==> config.mk <==
export PLATFORM = sky130hd
export DESIGN_NAME = decode_stage
export DESIGN_NICKNAME = d
export VERILOG_FILES = /design/src/rtl/decode_stage_pkg.sv /design/src/rtl/decode_stage_decoder.sv /design/src/rtl/decode_stage_mask.sv /design/src/rtl/decode_stage.sv
export SDC_FILE = /design/constraint.sdc
export NUM_CORES = 1
export LEC_CHECK = 0
export ABC_AREA = 1
export CAP_MARGIN = 20
export CORE_ASPECT_RATIO = 0.6
export CORE_UTILIZATION = 55
export CTS_CLUSTER_SIZE = 40
export DETAILED_ROUTE_END_ITERATION = 10
export GPL_TIMING_DRIVEN = 0
export PLACE_DENSITY = 0.85
export SLEW_MARGIN = 20
export SYNTH_ARGS = -nofsm -noshare
export SYNTH_HDL_FRONTEND = slang
export SYNTH_HIERARCHICAL = 1
export SYNTH_SLANG_ARGS = --single-unit
==> constraint.sdc <==
create_clock -name clk_i -period 27.4 [get_ports clk_i]
set_input_delay 5.48 -clock clk_i [delete_from_list [all_inputs] [get_ports clk_i]]
set_output_delay 5.48 -clock clk_i [all_outputs]
set_load 0.005 [all_outputs]
==> src/rtl/decode_stage_pkg.sv <==
// rtl/decode_stage_pkg.sv - shared control-word layout and opcodes for decode_stage
// Contents: CTRL_W (per-slot control word width), control bit indices,
//           RV32 base opcode enum, is_branch() helper.
package decode_stage_pkg;

    localparam int CTRL_W = 8;

    // Bit positions inside one slot's control word
    localparam int COND_BRANCH = 0;
    localparam int JAL         = 1;
    localparam int JALR        = 2;
    localparam int LOAD        = 3;
    localparam int STORE       = 4;
    localparam int ALU_IMM     = 5;
    localparam int ALU_REG     = 6;
    localparam int UPPER_IMM   = 7;

    typedef enum logic [6:0] {
        OPC_LOAD   = 7'b0000011,
        OPC_OP_IMM = 7'b0010011,
        OPC_AUIPC  = 7'b0010111,
        OPC_STORE  = 7'b0100011,
        OPC_OP     = 7'b0110011,
        OPC_LUI    = 7'b0110111,
        OPC_BRANCH = 7'b1100011,
        OPC_JALR   = 7'b1100111,
        OPC_JAL    = 7'b1101111
    } opcode_e;

    // Any control-flow instruction that may legitimately be predicted taken
    function automatic logic is_branch(input logic [CTRL_W-1:0] ctrl);
        return ctrl[COND_BRANCH] | ctrl[JAL] | ctrl[JALR];
    endfunction

endpackage

==> src/rtl/decode_stage_decoder.sv <==
// rtl/decode_stage_decoder.sv - single-slot opcode decoder producing a control word
// Ports:
//   opcode_i  in   7       instruction opcode field (inst[6:0])
//   ctrl_o    out  CTRL_W  one-hot-ish control word, all zero for unknown opcodes
module decoder
    import decode_stage_pkg::*;
(
    input  logic [6:0]        opcode_i,
    output logic [CTRL_W-1:0] ctrl_o
);

    always_comb begin
        ctrl_o = '0;
        case (opcode_i)
            OPC_BRANCH:         ctrl_o[COND_BRANCH] = 1'b1;
            OPC_JAL:            ctrl_o[JAL]         = 1'b1;
            OPC_JALR:           ctrl_o[JALR]        = 1'b1;
            OPC_LOAD:           ctrl_o[LOAD]        = 1'b1;
            OPC_STORE:          ctrl_o[STORE]       = 1'b1;
            OPC_OP_IMM:         ctrl_o[ALU_IMM]     = 1'b1;
            OPC_OP:             ctrl_o[ALU_REG]     = 1'b1;
            OPC_LUI, OPC_AUIPC: ctrl_o[UPPER_IMM]   = 1'b1;
            default:            ctrl_o              = '0;
        endcase
    end

endmodule

==> src/rtl/decode_stage_mask.sv <==
// rtl/decode_stage_mask.sv - slot masking and non-branch-predicted-taken detection
// Ports:
//   slot_valid_i  in   ISSUE_WIDTH  raw per-slot valid
//   pred_taken_i  in   ISSUE_WIDTH  raw per-slot predicted-taken
//   is_br_i       in   ISSUE_WIDTH  slot decodes as a control-flow instruction
//   slot_valid_o  out  ISSUE_WIDTH  valid with slots younger than the first taken slot killed
//   pred_taken_o  out  ISSUE_WIDTH  surviving predicted-taken (cleared for non-branches)
//   wb_o          out  ISSUE_WIDTH  one-hot: slot predicted taken but not a branch
//   any_valid_o   out  1            at least one slot survives masking
//   wb_any_o      out  1            a redirect is required
module decode_mask #(
    parameter int ISSUE_WIDTH = 2
) (
    input  logic [ISSUE_WIDTH-1:0] slot_valid_i,
    input  logic [ISSUE_WIDTH-1:0] pred_taken_i,
    input  logic [ISSUE_WIDTH-1:0] is_br_i,
    output logic [ISSUE_WIDTH-1:0] slot_valid_o,
    output logic [ISSUE_WIDTH-1:0] pred_taken_o,
    output logic [ISSUE_WIDTH-1:0] wb_o,
    output logic                   any_valid_o,
    output logic                   wb_any_o
);

    logic [ISSUE_WIDTH-1:0] v;
    logic [ISSUE_WIDTH-1:0] pt;
    logic                   blocked;

    // Walk from oldest to youngest; once a valid taken slot is seen every
    // younger slot is on the wrong path. This also leaves at most one pt bit.
    always_comb begin
        v       = '0;
        pt      = '0;
        blocked = 1'b0;
        for (int k = 0; k < ISSUE_WIDTH; k++) begin
            v[k]    = slot_valid_i[k] && !blocked;
            pt[k]   = v[k] && pred_taken_i[k];
            blocked = blocked | pt[k];
        end
    end

    assign wb_o         = pt & ~is_br_i;
    assign pred_taken_o = pt & is_br_i;
    assign slot_valid_o = v;
    assign any_valid_o  = |v;
    assign wb_any_o     = |wb_o;

endmodule

==> src/rtl/decode_stage.sv <==
// rtl/decode_stage.sv - N-wide registered decode stage with skid buffer and redirect
// Optional feature macro: DECODE_PERF_EN (adds redirect / stall counters).
// Ports:
//   clk_i, rst_i (async, active-high), flush_i
//   in_valid_i / in_ready_o          fetch-side handshake
//   inst_i, pc_i                     ISSUE_WIDTH*XLEN, slot k at [k*XLEN +: XLEN]
//   slot_valid_i, pred_taken_i       ISSUE_WIDTH per-slot flags
//   out_valid_o / out_ready_i        issue-side handshake
//   inst_o, pc_o, ctrl_o             registered bundle and per-slot control words
//   slot_valid_o, pred_taken_o       masked flags
//   redirect_o, redirect_pc_o        one-cycle redirect pulse and its target
//   perf_redirect_cnt_o, perf_stall_cnt_o  (DECODE_PERF_EN only)
module decode_stage
    import decode_stage_pkg::*;
#(
    parameter int ISSUE_WIDTH = 2,
    parameter int XLEN        = 32
) (
    input  logic                          clk_i,
    input  logic                          rst_i,
    input  logic                          flush_i,
    input  logic                          in_valid_i,
    output logic                          in_ready_o,
    input  logic [ISSUE_WIDTH*XLEN-1:0]   inst_i,
    input  logic [ISSUE_WIDTH*XLEN-1:0]   pc_i,
    input  logic [ISSUE_WIDTH-1:0]        slot_valid_i,
    input  logic [ISSUE_WIDTH-1:0]        pred_taken_i,
    output logic                          out_valid_o,
    input  logic                          out_ready_i,
    output logic [ISSUE_WIDTH*XLEN-1:0]   inst_o,
    output logic [ISSUE_WIDTH*XLEN-1:0]   pc_o,
    output logic [ISSUE_WIDTH*CTRL_W-1:0] ctrl_o,
    output logic [ISSUE_WIDTH-1:0]        slot_valid_o,
    output logic [ISSUE_WIDTH-1:0]        pred_taken_o,
    output logic                          redirect_o,
    output logic [XLEN-1:0]               redirect_pc_o
`ifdef DECODE_PERF_EN
    ,
    output logic [31:0]                   perf_redirect_cnt_o,
    output logic [31:0]                   perf_stall_cnt_o
`endif
);

    localparam logic [XLEN-1:0] PC_STEP = XLEN'(4);

    // ---------------- per-slot decode and masking ----------------
    logic [ISSUE_WIDTH*CTRL_W-1:0] ctrl_in;
    logic [ISSUE_WIDTH-1:0]        is_br;
    logic [ISSUE_WIDTH-1:0]        v_in;
    logic [ISSUE_WIDTH-1:0]        pt_in;
    logic [ISSUE_WIDTH-1:0]        wb;
    logic                          any_valid;
    logic                          wb_any;

    for (genvar g = 0; g < ISSUE_WIDTH; g++) begin : g_slot
        decoder u_dec (
            .opcode_i (inst_i[g*XLEN +: 7]),
            .ctrl_o   (ctrl_in[g*CTRL_W +: CTRL_W])
        );
        assign is_br[g] = is_branch(ctrl_in[g*CTRL_W +: CTRL_W]);
    end

    decode_mask #(.ISSUE_WIDTH(ISSUE_WIDTH)) u_mask (
        .slot_valid_i (slot_valid_i),
        .pred_taken_i (pred_taken_i),
        .is_br_i      (is_br),
        .slot_valid_o (v_in),
        .pred_taken_o (pt_in),
        .wb_o         (wb),
        .any_valid_o  (any_valid),
        .wb_any_o     (wb_any)
    );

    // wb is one-hot, so OR-ing the gated PCs selects the offending slot
    logic [XLEN-1:0] sel_pc;
    always_comb begin
        sel_pc = '0;
        for (int k = 0; k < ISSUE_WIDTH; k++) begin
            if (wb[k]) begin
                sel_pc = sel_pc | pc_i[k*XLEN +: XLEN];
            end
        end
    end

    // ---------------- OUT / SKID registers ----------------
    logic                          out_valid_q,  out_valid_d;
    logic [ISSUE_WIDTH*XLEN-1:0]   out_inst_q,   out_inst_d;
    logic [ISSUE_WIDTH*XLEN-1:0]   out_pc_q,     out_pc_d;
    logic [ISSUE_WIDTH*CTRL_W-1:0] out_ctrl_q,   out_ctrl_d;
    logic [ISSUE_WIDTH-1:0]        out_sv_q,     out_sv_d;
    logic [ISSUE_WIDTH-1:0]        out_pt_q,     out_pt_d;
    logic                          skid_valid_q, skid_valid_d;
    logic [ISSUE_WIDTH*XLEN-1:0]   skid_inst_q,  skid_inst_d;
    logic [ISSUE_WIDTH*XLEN-1:0]   skid_pc_q,    skid_pc_d;
    logic [ISSUE_WIDTH*CTRL_W-1:0] skid_ctrl_q,  skid_ctrl_d;
    logic [ISSUE_WIDTH-1:0]        skid_sv_q,    skid_sv_d;
    logic [ISSUE_WIDTH-1:0]        skid_pt_q,    skid_pt_d;
    logic                          in_ready_q,   in_ready_d;
    logic                          redirect_q,   redirect_d;
    logic [XLEN-1:0]               redir_pc_q,   redir_pc_d;

    logic accept;
    logic enq;
    logic drain;

    assign accept = in_valid_i && in_ready_q && !flush_i;
    // Bundles with no surviving slot are consumed but never occupy a register
    assign enq    = accept && any_valid;
    assign drain  = out_valid_q && out_ready_i;

    always_comb begin
        out_valid_d  = out_valid_q;
        out_inst_d   = out_inst_q;
        out_pc_d     = out_pc_q;
        out_ctrl_d   = out_ctrl_q;
        out_sv_d     = out_sv_q;
        out_pt_d     = out_pt_q;
        skid_valid_d = skid_valid_q;
        skid_inst_d  = skid_inst_q;
        skid_pc_d    = skid_pc_q;
        skid_ctrl_d  = skid_ctrl_q;
        skid_sv_d    = skid_sv_q;
        skid_pt_d    = skid_pt_q;
        redir_pc_d   = redir_pc_q;

        if (flush_i) begin
            out_valid_d  = 1'b0;
            skid_valid_d = 1'b0;
        end else if (!out_valid_q || drain) begin
            // OUT is free this cycle: older SKID contents take priority
            if (skid_valid_q) begin
                out_valid_d  = 1'b1;
                out_inst_d   = skid_inst_q;
                out_pc_d     = skid_pc_q;
                out_ctrl_d   = skid_ctrl_q;
                out_sv_d     = skid_sv_q;
                out_pt_d     = skid_pt_q;
                skid_valid_d = 1'b0;
            end else if (enq) begin
                out_valid_d  = 1'b1;
                out_inst_d   = inst_i;
                out_pc_d     = pc_i;
                out_ctrl_d   = ctrl_in;
                out_sv_d     = v_in;
                out_pt_d     = pt_in;
            end else begin
                out_valid_d  = 1'b0;
            end
        end else if (enq) begin
            // OUT is stalled; park the new bundle
            skid_valid_d = 1'b1;
            skid_inst_d  = inst_i;
            skid_pc_d    = pc_i;
            skid_ctrl_d  = ctrl_in;
            skid_sv_d    = v_in;
            skid_pt_d    = pt_in;
        end

        in_ready_d = !skid_valid_d;

        // accept already excludes flush, so a flush-cycle bundle cannot redirect
        redirect_d = accept && wb_any;
        if (redirect_d) begin
            redir_pc_d = sel_pc + PC_STEP;
        end
    end

    always_ff @(posedge clk_i or posedge rst_i) begin
        if (rst_i) begin
            out_valid_q  <= 1'b0;
            out_inst_q   <= '0;
            out_pc_q     <= '0;
            out_ctrl_q   <= '0;
            out_sv_q     <= '0;
            out_pt_q     <= '0;
            skid_valid_q <= 1'b0;
            skid_inst_q  <= '0;
            skid_pc_q    <= '0;
            skid_ctrl_q  <= '0;
            skid_sv_q    <= '0;
            skid_pt_q    <= '0;
            in_ready_q   <= 1'b1;
            redirect_q   <= 1'b0;
            redir_pc_q   <= '0;
        end else begin
            out_valid_q  <= out_valid_d;
            out_inst_q   <= out_inst_d;
            out_pc_q     <= out_pc_d;
            out_ctrl_q   <= out_ctrl_d;
            out_sv_q     <= out_sv_d;
            out_pt_q     <= out_pt_d;
            skid_valid_q <= skid_valid_d;
            skid_inst_q  <= skid_inst_d;
            skid_pc_q    <= skid_pc_d;
            skid_ctrl_q  <= skid_ctrl_d;
            skid_sv_q    <= skid_sv_d;
            skid_pt_q    <= skid_pt_d;
            in_ready_q   <= in_ready_d;
            redirect_q   <= redirect_d;
            redir_pc_q   <= redir_pc_d;
        end
    end

    assign in_ready_o    = in_ready_q;
    assign out_valid_o   = out_valid_q;
    assign inst_o        = out_inst_q;
    assign pc_o          = out_pc_q;
    assign ctrl_o        = out_ctrl_q;
    assign slot_valid_o  = out_sv_q;
    assign pred_taken_o  = out_pt_q;
    assign redirect_o    = redirect_q;
    assign redirect_pc_o = redir_pc_q;

`ifdef DECODE_PERF_EN
    logic [31:0] perf_redirect_q, perf_redirect_d;
    logic [31:0] perf_stall_q,    perf_stall_d;

    // Free-running event counters; flush deliberately does not touch them
    always_comb begin
        perf_redirect_d = perf_redirect_q;
        perf_stall_d    = perf_stall_q;
        if (redirect_q) begin
            perf_redirect_d = perf_redirect_q + 32'd1;
        end
        if (out_valid_q && !out_ready_i) begin
            perf_stall_d = perf_stall_q + 32'd1;
        end
    end

    always_ff @(posedge clk_i or posedge rst_i) begin
        if (rst_i) begin
            perf_redirect_q <= '0;
            perf_stall_q    <= '0;
        end else begin
            perf_redirect_q <= perf_redirect_d;
            perf_stall_q    <= perf_stall_d;
        end
    end

    assign perf_redirect_cnt_o = perf_redirect_q;
    assign perf_stall_cnt_o    = perf_stall_q;
`endif

endmodule

==> flow_summary.toml <==
[worst_setup_path]
rrSetupSlack_ps = 25020
arrival_time_of_data_at_the_critical_path_endpoint_ps = 8610
critPathRequiredTime_ps = 27860
timing_worst_setup_path_type = "in -> reg"
timing.rr.end = "pc_o[22]"
r2r-start = "skid_valid_q"
startpoint_type = "input pin"
max_fo_critical_path = 10
worst_setup_path_end_kind = "flip-flop"
rr_worst_depth = 6

[clock_network]
ctsRootBufferMaster = "sky130_fd_sc_hd__clkbuf_16"
cts.clk_slew.worst_paths_ps = 70
clock-sinks = 332
cts_repair_resize_count = 0
cts_inserted_buffers = 31
cts_buffer_depth = 3
postCtsSetupRepairBufs = 0
clock_tree.htree_level_count = 1
cts_tree = "built"
clock_latency_ps = 570
cts-hold-fix-buffers = 0

[sta]
setup_repair_after_global_routing_missed_its_margin = "no"
finalHoldWorstSlack_ps = 483
timing.fmax_mhz = 123
layout_worst_path_cycle_share = 0.298
setup_tns_after_final_layout_ps = 0
final_setup_fails = 0
timing.clock.skew_ps = 8.11
timing_hold_violations_final = 0
slew_headroom = 0.366
fin_crit_ps = 8150
final-max-slew-violation-count = 0
worst_slew_pin_slew_ps = 950

[synthesis]
postSynthRegisterBits = 332
netlist-cell-type-count = 31
proportion_of_register_bits_with_asynchronous_set_or_reset_after_synthesis = 1.00
syn_area_per_cell_um2 = 7.91
sequential_cell_area_fraction_in_the_yosys_report = 0.546
netlist_top_cells_area = "sky130_fd_sc_hd__dfrtp_1, sky130_fd_sc_hd__nand2_1, sky130_fd_sc_hd__o21ai_0, sky130_fd_sc_hd__inv_1, sky130_fd_sc_hd__o21ai_1"
post_synth_most_frequent_cells = "sky130_fd_sc_hd__nand2_1, sky130_fd_sc_hd__o21ai_0, sky130_fd_sc_hd__dfrtp_1"
dominantRegCellSynth = "sky130_fd_sc_hd__dfrtp_1"
mappedNetlistNets = 2062
mappedNetlistArea_um2 = 15200
yosys_warnings = 6
synth_top_area_frac = 0.545
synthCells = 1924
synth_area_leader_cell = "sky130_fd_sc_hd__dfrtp_1"
synth.most_common_cell = "sky130_fd_sc_hd__nand2_1"
synth-edff-count = 0

[global_route]
global_route.usage.total = 0.358
grt_pass1_wl_um = 77500
largest_net_degree_at_the_start_of_global_routing = 93
grt_pass1_vias = 13900
grt-ovfl-total = 0
antenna_found_initial = 2

[worst_hold_path]
hold_depth = 2
min-delay-start = "skid_pc_q[28]"
worst_hold_path.endpoint = "skid_pc_q[28]"
timing.hold.worst.class = "reg -> reg"

[layout]
nNetsFinal = 2417
finish.instance_area_um2 = 20100
area_growth_syn_to_layout_pct = 31.8
fillCellCount = 1936
final_cell_count_without_fillers = 2665
drive_above_1_share = 0.0617

[floorplanning]
core_area_um2 = 26800
chipWidth_um = 217
ios = 320
placement_rows = 46
height_of_the_die_um = 131
dieArea_um2 = 28300
initial_core_utilization = 0.568

[drt]
avgViaCountPerCell = 5.58
detail_route.wirelength_um = 50900
first_pass_iters = 8
detail_route.wl_per_cell_um = 19.1
via_count = 14900
ant_nets = 0
drt_first_iter_violations = 1915
drc_errors = 0

[placement]
place.port_buffers = 319
place.detailed.instances = 2606
placed_area_um2 = 18900
dpl.hpwl_um = 37800
routability_driven_placement_congestion_ratio = 1.02

[pwr]
irDropWorstVdd_uv = 44.9
power_leakage_nw = 9.86
cellPowerDensity_nw_per_um2 = 68.5
fin_total_pwr_mw = 1.37

[job]
cap_violations = 0

[outcome]
run_status = "finished, final reports clean"
==> stage by stage <==
| step | utilization | setup slack [ps] |
|---|---|---|
| 2_1_floorplan | - | 12730 |
| 3_3_place_gp | 0.704 | 9010 |
| 3_5_place_dp | 0.708 | 18850 |
| 4_1_cts | 0.749 | 19420 |
| 5_1_grt | 0.749 | 19050 |
| 6_report | 0.749 | 19250 |
==> worst max path at each step <==
stage | start | to | slack, ps | cells past startpoint
final | inst_i[4] | redirect_pc_o[27] | 19250 | 19
after global routing | inst_i[4] | redirect_pc_o[27] | 19050 | 19
after CTS | inst_i[4] | redirect_pc_o[27] | 19420 | 19
after detailed placement | inst_i[4] | redirect_pc_o[27] | 18850 | 19
after global placement | rst_i | pc_o[56] | 9010 | 2
after floorplan | rst_i | ctrl_o[0] | 12730 | 1
==> cells in the final DEF, fill, tap and decap left out, types with 2 or more instances in the layout <==
master | synthesis | layout
sky130_fd_sc_hd__nand3_2 | 3 | 3
sky130_fd_sc_hd__buf_1 | 3 | 3
sky130_fd_sc_hd__inv_2 | 8 | 8
sky130_fd_sc_hd__dfrtp_1 | 331 | 331
sky130_fd_sc_hd__nand2_1 | 680 | 680
sky130_fd_sc_hd__nand3b_1 | 2 | 2
sky130_fd_sc_hd__nor2_2 | 6 | 6
sky130_fd_sc_hd__clkinv_1 | 2 | 2
sky130_fd_sc_hd__inv_1 | 190 | 189
sky130_fd_sc_hd__buf_2 | 36 | 36
sky130_fd_sc_hd__diode_2 | 0 | 3
sky130_fd_sc_hd__nand2_2 | 13 | 13
sky130_fd_sc_hd__clkbuf_1 | 60 | 64
sky130_fd_sc_hd__bufinv_16 | 0 | 5
sky130_fd_sc_hd__clkbuf_8 | 0 | 8
sky130_fd_sc_hd__xor2_1 | 8 | 8
sky130_fd_sc_hd__nand3_1 | 36 | 36
sky130_fd_sc_hd__clkbuf_16 | 0 | 31
sky130_fd_sc_hd__o21bai_1 | 3 | 3
sky130_fd_sc_hd__o22ai_1 | 3 | 3
sky130_fd_sc_hd__clkdlybuf4s50_1 | 0 | 319
sky130_fd_sc_hd__clkinv_2 | 0 | 4
sky130_fd_sc_hd__nor2_4 | 4 | 4
sky130_fd_sc_hd__o21ai_1 | 111 | 111
sky130_fd_sc_hd__buf_6 | 6 | 6
sky130_fd_sc_hd__clkinvlp_4 | 0 | 3
sky130_fd_sc_hd__o21ai_0 | 346 | 346
sky130_fd_sc_hd__buf_4 | 4 | 4
sky130_fd_sc_hd__nor2_1 | 58 | 58
sky130_fd_sc_hd__buf_16 | 0 | 3
sky130_fd_sc_hd__or2_2 | 3 | 3
==> metal layers <==
| layer | vias up | GRT usage | wire length (um) |
|---|---|---|---|
| met5 | - | 0 | 0 |
| met4 | 0 | 0.0808 | 1030 |
| met1 | 7180 | 0.523 | 21900 |
| met3 | 81 | 0.110 | 6320 |
| li1 | 6772 | - | - |
| met2 | 837 | 0.525 | 21700 |
==> final cells by class <==
class / count / area [um^2] / area share
Tap cell: 360 / 450 / 0.0225
Clock inverter: 13 / 201 / 0.0100
Antenna cell: 3 / 7.51 / 0.000374
Inverter: 200 / 758 / 0.0378
Sequential cell: 332 / 8310 / 0.414
Timing Repair Buffer: 322 / 3280 / 0.163
Clock buffer: 43 / 901 / 0.0449
Multi-Input combinational cell: 1283 / 5640 / 0.281
Buffer: 109 / 514 / 0.0256
==> state kept, by name, summed over array words and instances, names as in the netlist, 16 cells and up <==
name           flops
skid_ctrl_q       16
pc_o              64
skid_pc_q         64
inst_o            64
redirect_pc_o     32
ctrl_o            16
skid_inst_q       64
==> worst max-delay path, cell delays in order <==
cell	delay, ps
sky130_fd_sc_hd__clkdlybuf4s50_1	630
sky130_fd_sc_hd__inv_2	90
sky130_fd_sc_hd__nand3_2	90
sky130_fd_sc_hd__nor2_1	50
sky130_fd_sc_hd__inv_1	100
sky130_fd_sc_hd__nand3_1	270
sky130_fd_sc_hd__nor2_4	250
sky130_fd_sc_hd__buf_2	250
sky130_fd_sc_hd__nand2_1	140
sky130_fd_sc_hd__nand2_1	120
sky130_fd_sc_hd__nand2_1	120
sky130_fd_sc_hd__nor2_1	260
sky130_fd_sc_hd__nand2_1	240
sky130_fd_sc_hd__nor2_1	200
sky130_fd_sc_hd__nand2_1	70
sky130_fd_sc_hd__nand2_1	60
sky130_fd_sc_hd__nand2_1	70
sky130_fd_sc_hd__nand2_1	60
sky130_fd_sc_hd__nand2_1	50
==> cell families (layout without fill, tap and decap cells) <==
group | count (synthesis) | count (layout) | share of synthesized area
XOR/XNOR | 9 | 9 | 0.00518
adder cells (fa/ha/maj) | 1 | 1 | 0.000822
flip-flops | 332 | 332 | 0.546
other | 0 | 3 | 0
AND/OR/NAND/NOR | 809 | 809 | 0.211
AO/OA/AOI/OAI | 464 | 464 | 0.154
buffers and inverters | 309 | 687 | 0.0832
==> where the power goes <==
part           internal (mW)  switching [mW]
Sequential             0.578          0.0532
Combinational          0.150           0.124
Clock                  0.276           0.193
Note: power is estimated with default switching activity, not from simulation.
